## config.mk

```make
export PLATFORM = sky130hd
export DESIGN_NAME = output_scan_selector_flat
export DESIGN_NICKNAME = d
export VERILOG_FILES = /design/src/rtl/output_scan_selector_if.sv /design/src/rtl/output_scan_selector.sv /design/src/flat_wrapper.sv
export SDC_FILE = /design/constraint.sdc
export NUM_CORES = 1
export LEC_CHECK = 0
export BUFFER_PORTS_ARGS = -buffer_cell sky130_fd_sc_hd__buf_2
export CAP_MARGIN = 20
export CORE_UTILIZATION = 48
export DETAILED_ROUTE_END_ITERATION = 10
export PLACE_DENSITY = 0.84
export SLEW_MARGIN = 5
export SYNTH_ARGS = -nofsm -noshare
export SYNTH_HDL_FRONTEND = slang
export SYNTH_SLANG_ARGS = --single-unit
```

## constraint.sdc

```tcl
create_clock -name clk -period 3.3 [get_ports clk]
set_clock_uncertainty 0.2 [all_clocks]
set_input_delay 0.165 -clock clk [delete_from_list [all_inputs] [get_ports clk]]
set_output_delay 0.165 -clock clk [all_outputs]
set_load 0.03 [all_outputs]
```

## src/rtl/output_scan_selector_if.sv

```systemverilog
// Channel/select/mode inputs and registered display outputs of the scan selector.
interface output_scan_selector_if #(
   parameter int NCH  = 4,
   parameter int SELW = 2,
   parameter int DW   = 8
);
   logic [NCH*DW-1:0] ch_data;
   logic [SELW-1:0]   sel;
   logic [1:0]        mode;
   logic              step;
   logic [DW-1:0]     out;
   logic [SELW-1:0]   out_ch;
   logic              changed;

   modport master (
      output ch_data, sel, mode, step,
      input  out, out_ch, changed
   );

   modport slave (
      input  ch_data, sel, mode, step,
      output out, out_ch, changed
   );
endinterface

```

## src/rtl/output_scan_selector.sv

```systemverilog
// Display-output selector: manual select, timed auto-scan with step button, freeze.
// mode | meaning
// 00   | manual: index follows sel, dwell counter cleared
// 01   | auto-scan: advance on dwell expiry or step rise
// 10   | freeze: outputs, index and counter hold
// 11   | manual (alias of 00)
module output_scan_selector #(
   parameter int NCH   = 4,
   parameter int SELW  = 2,
   parameter int DW    = 8,
   parameter int DWELL = 50_000_000
) (
   input  logic                 clk,
   input  logic                 rst,
   output_scan_selector_if.slave bus
);
   localparam int               CW       = (DWELL > 2) ? $clog2(DWELL) : 1;
   localparam logic [CW-1:0]    CNT_LAST = CW'(DWELL - 1);
   localparam logic [SELW-1:0]  IDX_LAST = SELW'(NCH - 1);
   localparam logic [SELW:0]    NCH_W    = (SELW + 1)'(NCH);

   typedef enum logic [1:0] {
      M_MANUAL     = 2'b00,
      M_AUTO       = 2'b01,
      M_FREEZE     = 2'b10,
      M_MANUAL_ALT = 2'b11
   } mode_t;

   mode_t           mode;
   logic [SELW-1:0] index, idx_base, idx_nxt;
   logic [CW-1:0]   cnt, cnt_nxt;
   logic            step_q, step_ev;
   logic [DW-1:0]   ch [NCH];
   logic [DW-1:0]   data_nxt;
   logic [DW-1:0]   out_r;
   logic [SELW-1:0] out_ch_r;
   logic            changed_r;

   assign mode    = mode_t'(bus.mode);
   assign step_ev = bus.step & ~step_q;

   for (genvar k = 0; k < NCH; k++) begin : g_ch
      assign ch[k] = bus.ch_data[k*DW +: DW];
   end

   always_comb begin
      // an out-of-range manual index is wrapped to 0 on the first auto cycle
      idx_base = ({1'b0, index} >= NCH_W) ? '0 : index;
      idx_nxt  = index;
      cnt_nxt  = cnt;
      case (mode)
         M_AUTO: begin
            if ((cnt == CNT_LAST) || step_ev) begin
               idx_nxt = (idx_base == IDX_LAST) ? '0 : idx_base + 1'b1;
               cnt_nxt = '0;
            end else begin
               idx_nxt = idx_base;
               cnt_nxt = cnt + 1'b1;
            end
         end
         M_FREEZE: begin
         end
         default: begin
            idx_nxt = bus.sel;
            cnt_nxt = '0;
         end
      endcase
   end

   always_comb begin
      data_nxt = '0;
      for (int k = 0; k < NCH; k++) begin
         if (idx_nxt == SELW'(k)) data_nxt = ch[k];
      end
   end

   always_ff @(posedge clk) begin
      if (rst) begin
         index     <= '0;
         cnt       <= '0;
         step_q    <= 1'b0;
         out_r     <= '0;
         out_ch_r  <= '0;
         changed_r <= 1'b0;
      end else begin
         step_q <= bus.step;
         if (mode != M_FREEZE) begin
            index     <= idx_nxt;
            cnt       <= cnt_nxt;
            out_r     <= data_nxt;
            out_ch_r  <= idx_nxt;
            changed_r <= (data_nxt != out_r);
         end else begin
            changed_r <= 1'b0;
         end
      end
   end

   assign bus.out     = out_r;
   assign bus.out_ch  = out_ch_r;
   assign bus.changed = changed_r;
endmodule

```

## src/flat_wrapper.sv

```systemverilog
// flat-port wrapper written by rule: the top's interface ports become plain ports
module output_scan_selector_flat 
#(
   parameter int NCH   = 4,
   parameter int SELW  = 2,
   parameter int DW    = 8,
   parameter int DWELL = 50_000_000
)
  (clk, rst, bus_ch_data, bus_sel, bus_mode, bus_step, bus_out, bus_out_ch, bus_changed);
  output_scan_selector_if #(.NCH(NCH), .SELW(SELW), .DW(DW)) bus_i ();
  input  logic clk;
  input  logic rst;
  input wire logic [$bits(bus_i.ch_data)-1:0] bus_ch_data;
  input wire logic [$bits(bus_i.sel)-1:0] bus_sel;
  input wire logic [$bits(bus_i.mode)-1:0] bus_mode;
  input wire logic [$bits(bus_i.step)-1:0] bus_step;
  output wire logic [$bits(bus_i.out)-1:0] bus_out;
  output wire logic [$bits(bus_i.out_ch)-1:0] bus_out_ch;
  output wire logic [$bits(bus_i.changed)-1:0] bus_changed;
  assign bus_i.ch_data = bus_ch_data;
  assign bus_i.sel = bus_sel;
  assign bus_i.mode = bus_mode;
  assign bus_i.step = bus_step;
  assign bus_out = bus_i.out;
  assign bus_out_ch = bus_i.out_ch;
  assign bus_changed = bus_i.changed;
  output_scan_selector #(.NCH(NCH), .SELW(SELW), .DW(DW), .DWELL(DWELL)) u_core (.clk(clk), .rst(rst), .bus(bus_i));
endmodule
```

==> out/results.ini, run 1 <==
[floorplan]
die_x_um=68.2
core_mm2=0.00412
die_h_um=68.2
ioPinCount=50
row_count=23
design.die.area_mm2=0.00466
start_util_pct=51.2

[setup_path]
crit_chain=or4bb_1, nor4_2, a32o_2, mux2i_4, o221ai_2, mux2i_1, and2_1, a22o_1, a2111oi_2, a311oi_1
worstPathMaxFanout=4
crit_required_ns=3.27
critPathCaptureType=register
crit_arrival_ns=3.22
cp_slowest_cell=or4bb_1
path_class=register to register
cpPeakStageDelay_ns=0.52
cp-start-kind=register

[route]
wl_met3_um=200
dr_wl_met2_um=2480
drt-vias-per-instance=5.35
wire_per_inst_um=13.2
routed_wl_um=4860
drt_pass1_iterations=5
wl_met1_um=2120
drtIter0Drc=120
vias=1963
drc=0
ant_nets=0
routed.top_layer=met4

[synthesis]
syn_area_per_cell_um2=8.42
synth_fp_nets=293
syn_area_mm2=0.00211
yosysSeqAreaShare_pct=36.1
ys_warn_count=0
ys.flop_type=dfxtp_1
async_flop_share_pct=0
synth_area_leader_cell=dfxtp_1
synth_cells=250
synth-edff-count=0
synth_top_area_share_pct=36.1
synth_commonest_cells=38 x dfxtp_1, 38 x nor2_1, 28 x nand2_1
ys_types=40
synth_area_leaders=dfxtp_1 36%, mux2i_1 10%, xor2_1 9.2%, nor2_1 6.8%, nand2_1 5.0%
ys_ff_latch=38

[timing]
setup_slack_ns=0.0430
rsz0062_at_grt=yes
fin_crit_ns=3.26
slew_viol_final=0
slew_headroom_pct=74.2
worst_pin_slew_ns=0.386
setup_viol=0
hold_viol=0
min_period_over_period_pct=98.7
hold_ws_ns=0.0102
max_freq_mhz=307

[clock_tree]
cts_tree=yes
path_clk_slew_ns=0.08
numCtsBuffers=5
cts_buffer_depth=2
cts.htree.levels=2
cts_sinks=38
insertion_delay_ns=0.29
root_buffer=clkbuf_8

[grt]
grt_util_all_layers_pct=23.7
grt_max_degree=26
grt_pass1_wl_um=8140
first_global_vias=1848
gr-total-overflow=0
antenna_found_initial=0

[layout]
diodes=0
fill_cells=346
final_cells=367
regArea_um2=761
multi_input_area_mm2=0.00132
syn_to_final_growth_pct=26.1
fin_nets=359
drive_above_1_share_pct=26.2

[run]
cap_violations=0

[pwr]
power_density_mw_per_mm2=419
total_power_mw=1.11
leakagePower_nw=1.12
ir_drop_mv=0.321

[place]
io_buffers=49
dpl_worst_slack_ns=-0.119
post-place-cells=356
dp.final_hpwl_um=3460
gp_congestion=0.888

[run_status]
outcome=finished, final reports clean

[worst_hold_path]
min_path_type=input port to register

state kept, by name, summed over array words and instances (netlist names):
signal              count
u_core.step_q           1
u_core.bus.out_ch       2
u_core.bus.changed      1
u_core.cnt             26
u_core.bus.out          8
kinds of logic after synthesis:
kind of cell             share of synthesized area [%]
AND/OR/NAND/NOR                                   24.7
XOR/XNOR                                          12.1
buffers and inverters                             3.21
multiplexers                                      11.6
flip-flops                                        36.1
AO/OA/AOI/OAI                                     9.98
adder cells (fa/ha/maj)                           2.38
power breakdown:
part           internal, mW  total (mW)  switching, mW
clock network         0.223       0.394          0.171
logic                 0.103       0.233          0.130
registers             0.473       0.487         0.0145
total                 0.798        1.11          0.315
stage by stage:
stage / area, µm² / utilization, % / setup TNS (ns)
2_1_floorplan: 2110 / - / 0
3_3_place_gp: 2480 / 60.4 / -0.000627
3_5_place_dp: 2480 / 60.4 / -0.119
4_1_cts: 2660 / 64.5 / 0
5_1_grt: 2660 / 64.5 / -0.0829
6_report: 2660 / 64.5 / 0
timing repair:
item,in CTS,in global routing
endpoints found under the setup margin,1,1
hold buffers,1,0
pin swaps,2,2
gates resized for setup,6,0
cloned,1,0
endpoints found under the hold margin,1,0
setup buffers,1,0
cell usage in the layout, fill, tap and decap left out, types with 2 or more instances in the layout:
master and n:
buf_2 49, nor2_1 38, dfxtp_1 38, nand2_1 28, xor2_1 22, mux2i_1 20, buf_4 14, a21oi_1 13
nand3_1 12, inv_1 8, xnor2_1 7, and2_1 6, nand4_1 5, nor2b_1 5, o21ai_0 5, clkbuf_8 5
ha_1 4, and3_1 3, nor3_1 3, mux2_2 3, nor4_1 2, clkinv_2 2
layer usage:
metal  vias to the layer above  global-route usage (%)
li1                        994                       -
met4                         0                    5.99
met2                        55                    43.4
met5                         -                       0
met1                       905                    27.1
met3                         9                    6.00
layout make-up:
type,count,share of cell area (%)
Clock buffer,5,2.59
Multi-Input combinational cell,197,49.6
Tap cell,50,2.36
Sequential cell,38,28.6
Clock inverter,3,1.51
Inverter,9,1.27
Timing Repair Buffer,65,14.0
worst max-delay path: cells and delay by family (launching register included):
family / cells / cell delay, ns
flip-flops: 1 / 0.32
AO/OA/AOI/OAI: 5 / 1.16
multiplexers: 2 / 0.45
AND/OR/NAND/NOR: 3 / 1.01
final timing paths:
path                                         from                 end  slack (ns)  depth (start not counted)
worst max-delay path                u_core.cnt[7]  u_core.bus.changed        0.04                         10
worst min-delay path                          rst   u_core.bus.out[3]        0.01                          2
worst max register to register      u_core.cnt[7]  u_core.bus.changed        0.04                         10
worst min register to register  u_core.bus.out[1]   u_core.bus.out[1]        0.30                          2
(Power assumes the default switching activity.)
==> run 2: changes to the inputs <==
PLACE_DENSITY = default   (was 0.84)
PLACE_DENSITY_LB_ADDON = 0.12   (was default)
==> run 2 against run 1 <==
Critical path depth is the same; worst hold slack improved by 0.0056 ns; combinational power fell by 3%; final area decreased by 1.2%; global-route usage down 2.8 points; register-to-register slack lost 0.03 ns; total power shrank 1.2%; fmax is 1.0% lower; wire length down 9.5%; utilization is 0.79 points lower; count of clock-buffer cells in the layout unchanged; critical path type unchanged; largest cell class unchanged.
==> out/results.ini, run 2 (synthesis gave the netlist of run 1 again) <==
[grt]
grt_max_degree=26  ; unchanged
first_global_vias=1735  ; -6.1%
gr-total-overflow=0  ; unchanged
antenna_found_initial=0  ; unchanged
grt_pass1_wl_um=7160  ; -12%
grt_util_all_layers_pct=20.9  ; -2.8 points

[timing]
min_period_over_period_pct=99.7  ; +1.0 points
hold_ws_ns=0.0158  ; +0.00555 ns
worst_pin_slew_ns=0.361  ; -0.0251 ns
setup_slack_ns=0.00909  ; -0.0339 ns
max_freq_mhz=304  ; -1.0%
fin_crit_ns=3.29  ; +0.0339 ns
hold_viol=0  ; unchanged
rsz0062_at_grt=yes
tns_ns=0  ; unchanged
slew_viol_final=0  ; unchanged
setup_viol=0  ; unchanged
slew_headroom_pct=75.9  ; +1.7 points

[layout]
mostFrequentLayoutCells=49 x buf_2, 38 x nor2_1, 38 x dfxtp_1
top_register=u_core.cnt
syn_to_final_growth_pct=24.6
largest_register_ffs=26  ; unchanged
regArea_um2=761  ; unchanged
multi_input_area_mm2=0.00131  ; -1.0%
final_common_cell=buf_2
fin_nets=357  ; -0.56%
fill_cells=375  ; +8.4%
stdcell_area_mm2=0.00262  ; -1.2%
diodes=0  ; unchanged
drive_above_1_share_pct=25.4  ; -0.79 points

[floorplan]
design.die.area_mm2=0.00466  ; unchanged
row_count=23  ; unchanged
die_x_um=68.2  ; unchanged
start_util_pct=51.2  ; unchanged
ioPinCount=50  ; unchanged
die_h_um=68.2  ; unchanged
core_mm2=0.00412  ; unchanged

[clock_tree]
root_buffer=clkbuf_8
cts_sinks=38  ; unchanged
cts.htree.levels=2  ; unchanged
post_cts_buffers=0  ; -1
cts_tree=yes
numCtsBuffers=5  ; unchanged
path_clk_slew_ns=0.07  ; about the same
insertion_delay_ns=0.29  ; about the same
cts_buffer_depth=2  ; unchanged

[route]
drt-vias-per-instance=5.17  ; -3.4%
vias=1886  ; -3.9%
drc=0  ; unchanged
wire_per_inst_um=12.1  ; -9.0%
drtIter0Drc=47  ; -61%
ant_nets=0  ; unchanged
drt_pass1_iterations=4  ; -1
routed_wl_um=4400  ; -9.5%

[pwr]
power_density_mw_per_mm2=419  ; about the same
ir_drop_mv=0.244  ; -24%
sw_frac_of_total_pct=27.8  ; -0.49 points
seq_power_share_pct=44.3  ; +0.5 points
power.switching_uw=306  ; -2.9%
pwr-share-clk_pct=35.2  ; about the same
p_int_uw=794  ; -0.55%
leakagePower_nw=1.11  ; -1.1%
total_power_mw=1.10  ; -1.2%
combPwrFrac_pct=20.5  ; -0.4 points

[setup_path]
crit_required_ns=3.27  ; about the same
critPathCaptureType=register
path_class=register to register
crit_arrival_ns=3.26  ; +0.04 ns
worstPathMaxFanout=5  ; +1
cp-start-kind=register

[run]
cap_violations=0  ; unchanged

[place]
dpl_worst_slack_ns=-0.0747  ; +0.0443 ns
placed_area_mm2=0.00248  ; -0.30%
gp_congestion=0.824  ; -7.2%
io_buffers=49  ; unchanged
dp.final_hpwl_um=3320  ; -4.1%

[worst_hold_path]
min_path_type=input port to register

[run_status]
outcome=finished, final reports clean

-- run 2: cell types whose count changed in the layout (fill, tap and decap cells not counted), sizes merged --
cell / before / now
buf: 64 / 62
-- run 2: metal layers --
metal / share of wire (%) / track usage (%) / up-vias
li1: - / - / 989
met1: 45 / 24.5 / 841
met2: 49 / 36.0 / 49
met3: 4.2 / 4.50 / 7
met4: 1.7 / 9.38 / 0
met5: 0 / 0 / -
-- run 2: final cells by class --
| cell class | instances | share of cell area (%) |
|---|---|---|
| Sequential cell | 38 | 29.0 |
| Clock inverter | 3 | 1.53 |
| Tap cell | 50 | 2.38 |
| Clock buffer | 5 | 2.62 |
| Inverter | 9 | 1.29 |
| Timing Repair Buffer | 63 | 13.4 |
| Multi-Input combinational cell | 197 | 49.7 |
-- run 2: worst max-delay path: stages (launching register included) --
cell and delay (ns):
dfxtp_1 0.31, or4b_1 0.53, nor4_1 0.29, a32o_2 0.28, mux2i_4 0.30, o221ai_4 0.17, mux2_2 0.33, and2_1 0.17
nor4_1 0.30, o32a_1 0.21, a311oi_1 0.08
-- run 2: power by group through the flow --
stage               clock network, mW  registers, mW  logic (mW)
CTS                             0.399          0.487       0.226
floorplan                           0          0.521       0.129
global placement                    0          0.498       0.215
detailed placement                  0          0.497       0.217
global route                    0.413          0.489       0.246
finish                          0.387          0.487       0.226
-- run 2: stage by stage --
stage          util [%]  cells
2_1_floorplan         -    250
3_3_place_gp       60.2    355
3_5_place_dp       60.2    355
4_1_cts            63.8    365
5_1_grt            63.8    365
6_report           63.8    365
-- run 2: worst paths after layout --
path	from	end	slack, ns	cells past startpoint
worst max-delay path	u_core.cnt[9]	u_core.bus.changed	0.009	10
worst min-delay path	rst	u_core.bus.out[3]	0.02	2
worst max register to register	u_core.cnt[9]	u_core.bus.changed	0.009	10
worst min register to register	u_core.bus.out[6]	u_core.bus.out[6]	0.29	2
-- run 2: repair_timing --
item / in CTS / in global routing
endpoints found under the hold margin: 1 / 0
hold buffers: 1 / 0
cloned: 1 / 0
gates resized for setup: 3 / 0
pin swaps: 2 / 0
endpoints found under the setup margin: 1 / 1
==> run 3: changes to the inputs <==
ABC_AREA = 1   (was default)
CORE_UTILIZATION = 50   (was 48)
==> run 3 against run 2 <==
Global-route usage grew 0.36 points; highest routed layer unchanged; worst hold slack improved by 0.0010 ns; non-clock buffer count fell by 11; via count up 26%; synthesized cell count increased by 47%; fmax rose by 24%.
==> out/results.ini, run 3 <==
[run_status]
outcome=finished, final reports clean

[layout]
top_register=u_core.cnt
mostFrequentLayoutCells=89 x nand2_1, 49 x buf_2, 47 x inv_1
diodes=0  ; unchanged
syn_to_final_growth_pct=15.6
fin_nets=460  ; +29%
final_common_cell=nand2_1
fill_cells=491  ; +31%
final_cells=485  ; +33%
largest_register_ffs=26  ; unchanged
drive_above_1_share_pct=24.6  ; -0.76 points

[setup_path]
cp-start-kind=register
crit_arrival_ns=2.66  ; -0.60 ns
path_class=register to register
worstPathMaxFanout=11  ; +6
timing.critical_path.mode_cell=nand2_1
critPathLaunch=u_core.cnt[0]
crit_required_ns=3.30  ; +0.03 ns
crit_cells=22  ; +12
r2r_slack_ns=0.64  ; +0.63 ns
reg2reg_depth=22  ; +12
cpPeakStageDelay_ns=0.38  ; -0.15 ns
cp_slowest_cell=dfxtp_1
critPathCaptureType=register
worstSetupEndpoint=u_core.bus.changed
r2r-end=u_core.bus.changed
crit_family=simple AND/OR/NAND/NOR gates
r2r-start=u_core.cnt[0]
crit_chain=ha_1, nand2_1, nor2_2, nand2_1, nor2_1, nand2_2, nand3_1, nand2_1, clkinv_1, nand2_2, nand2_4, inv_4, nand2_2, nand3_1, nand2_1, nand2_1, nand2_1, nand2_1, nor2_1, nand2_1, nor2_1, nor2_1
path_buf_inv=2  ; +2

[clock_tree]
cts_tree=yes
numCtsBuffers=5  ; unchanged
cts_resized=0  ; -3
cts_sinks=38  ; unchanged
cts.htree.levels=2  ; unchanged
insertion_delay_ns=0.30  ; about the same
cts_buffer_depth=2  ; unchanged
path_clk_slew_ns=0.07  ; about the same
root_buffer=clkbuf_8

[timing]
setup_viol=0  ; unchanged
tns_ns=0  ; unchanged
rsz0062_at_grt=no
hold_viol=0  ; unchanged
worst_pin_slew_ns=0.537  ; +0.176 ns
setup_slack_ns=0.636  ; +0.627 ns
slew_headroom_pct=64.2  ; -12 points
fin_crit_ns=2.66  ; -0.627 ns
max_freq_mhz=375  ; +24%
slew_viol_final=0  ; unchanged
min_period_over_period_pct=80.7  ; -19 points

[synthesis]
synth_most_common_cell=nand2_1
synth_top_area_share_pct=30.7  ; -5.4 points
syn_area_mm2=0.00247  ; +18%
synth_area_leaders=dfxtp_1 31%, nand2_1 13%, inv_1 7.1%, nor2_1 5.0%, nand3_2 4.9%
yosysSeqAreaShare_pct=30.7  ; -5.4 points
ys_ff_latch=38  ; unchanged
async_flop_share_pct=0  ; unchanged
ys_warn_count=0  ; unchanged
syn_area_per_cell_um2=6.74  ; -20%
synth-edff-count=0  ; unchanged
synth_commonest_cells=89 x nand2_1, 47 x inv_1, 38 x dfxtp_1
synth_area_leader_cell=dfxtp_1
synth_cells=367  ; +47%
ys.flop_type=dfxtp_1
ys_types=43  ; +7.5%
synth_fp_nets=410  ; +40%

[grt]
antenna_found_initial=0  ; unchanged
first_global_vias=2099  ; +21%
grt_max_degree=19  ; -27%
grt_util_all_layers_pct=21.2  ; +0.36 points
grt_pass1_wl_um=8860  ; +24%
gr-total-overflow=0  ; unchanged

[route]
drt_pass1_iterations=4  ; unchanged
wire_per_inst_um=11.1  ; -8.2%
vias=2373  ; +26%
drtIter0Drc=94  ; +100%
drt-vias-per-instance=4.89  ; -5.3%
drc=0  ; unchanged
ant_nets=0  ; unchanged
routed_wl_um=5370  ; +22%

[floorplan]
die_x_um=72.4  ; +6.0%
row_count=25  ; +8.7%
core_mm2=0.00475  ; +16%
ioPinCount=50  ; unchanged
die_h_um=72.4  ; +6.0%
start_util_pct=52.1  ; +0.88 points
design.die.area_mm2=0.00524  ; +12%

[pwr]
ir_drop_mv=0.279  ; +14%
leakagePower_nw=1.31  ; +19%
total_power_mw=1.10  ; about the same
power_density_mw_per_mm2=384  ; -8.3%

[place]
gp_congestion=0.824  ; about the same
dp.final_hpwl_um=4140  ; +25%
io_buffers=49  ; unchanged
post-place-cells=476  ; +34%
dpl_worst_slack_ns=0.665  ; +0.740 ns

[worst_hold_path]
min_path_type=input port to register

[run]
cap_violations=0  ; unchanged

[run 3: cell types whose count changed after synthesis, sizes merged, moves of 7 or more]
cell / before / now
nand3: 12 / 35
a21oi: 13 / 23
or2: 0 / 8
inv: 8 / 49
mux2i: 21 / 0
nand2: 28 / 99
xor2: 22 / 3
nor2: 38 / 45
o21ai: 6 / 15
[run 3: kinds of logic (layout without fill, tap and decap cells)]
kind of cell / after synthesis / count (layout) / share of synthesized area [%]
buf+inv: 62 / 113 / 10.8
simple gates: 207 / 207 / 43.2
xor+xnor: 5 / 5 / 1.77
compound gates: 51 / 51 / 11.5
fa+ha+maj: 4 / 4 / 2.02
flops: 38 / 38 / 30.7
[run 3: report_power, final]
part | total [mW] | leakage (nW) | switching [mW] | internal [mW]
Combinational | 0.270 | 0.954 | 0.174 | 0.0954
Sequential | 0.488 | 0.309 | 0.0130 | 0.475
Clock | 0.342 | 0.0472 | 0.174 | 0.168
[run 3: timing repair]
action | in CTS | in global routing
endpoints found under the setup margin | 0 | 0
endpoints found under the hold margin | 1 | 0
buffers inserted | 0 | 0
hold buffers | 1 | 0
[run 3: layout make-up]
type	instances	area, µm²	area share, %
sequential	38	761	26.6
clock buffer	6	82.6	2.89
tap	67	83.8	2.93
clock inverter	2	12.5	0.437
timing repair buffer	52	270	9.45
multi-input combinational	267	1450	50.6
inverter	53	203	7.09
[run 3: worst min-delay path by stage]
stage / startpoint / to / depth (start not counted)
global route: rst / u_core.cnt[1] / 2
floorplan: bus_step / u_core.step_q / 2
finish: bus_ch_data[27] / u_core.bus.out[3] / 5
detailed placement: bus_step / u_core.step_q / 3
CTS: bus_ch_data[27] / u_core.bus.out[3] / 5
global placement: bus_step / u_core.step_q / 3
[run 3: metal layers]
layer,vias to the layer above,wire (µm),GRT usage [%]
li1,1274,-,-
met4,0,34,6.54
met5,-,0,0
met3,5,166,5.00
met2,33,2450,34.4
met1,1061,2720,28.0
[run 3: stage by stage]
step	area, µm²	hold slack [ns]	util (%)
floorplan	2470	0.0855	-
global placement	2760	0.176	57.9
detailed placement	2760	0.199	57.9
CTS	2860	0.0169	60.2
global route	2860	0.0600	60.2
finish	2860	0.0168	60.2
[run 3: worst reg2reg max path, delay by kind of cell, from the launching register on]
family        cells  cell delay (ns)
buf+inv           2             0.15
fa+ha+maj         1             0.18
simple gates     19             1.65
flops             1             0.38
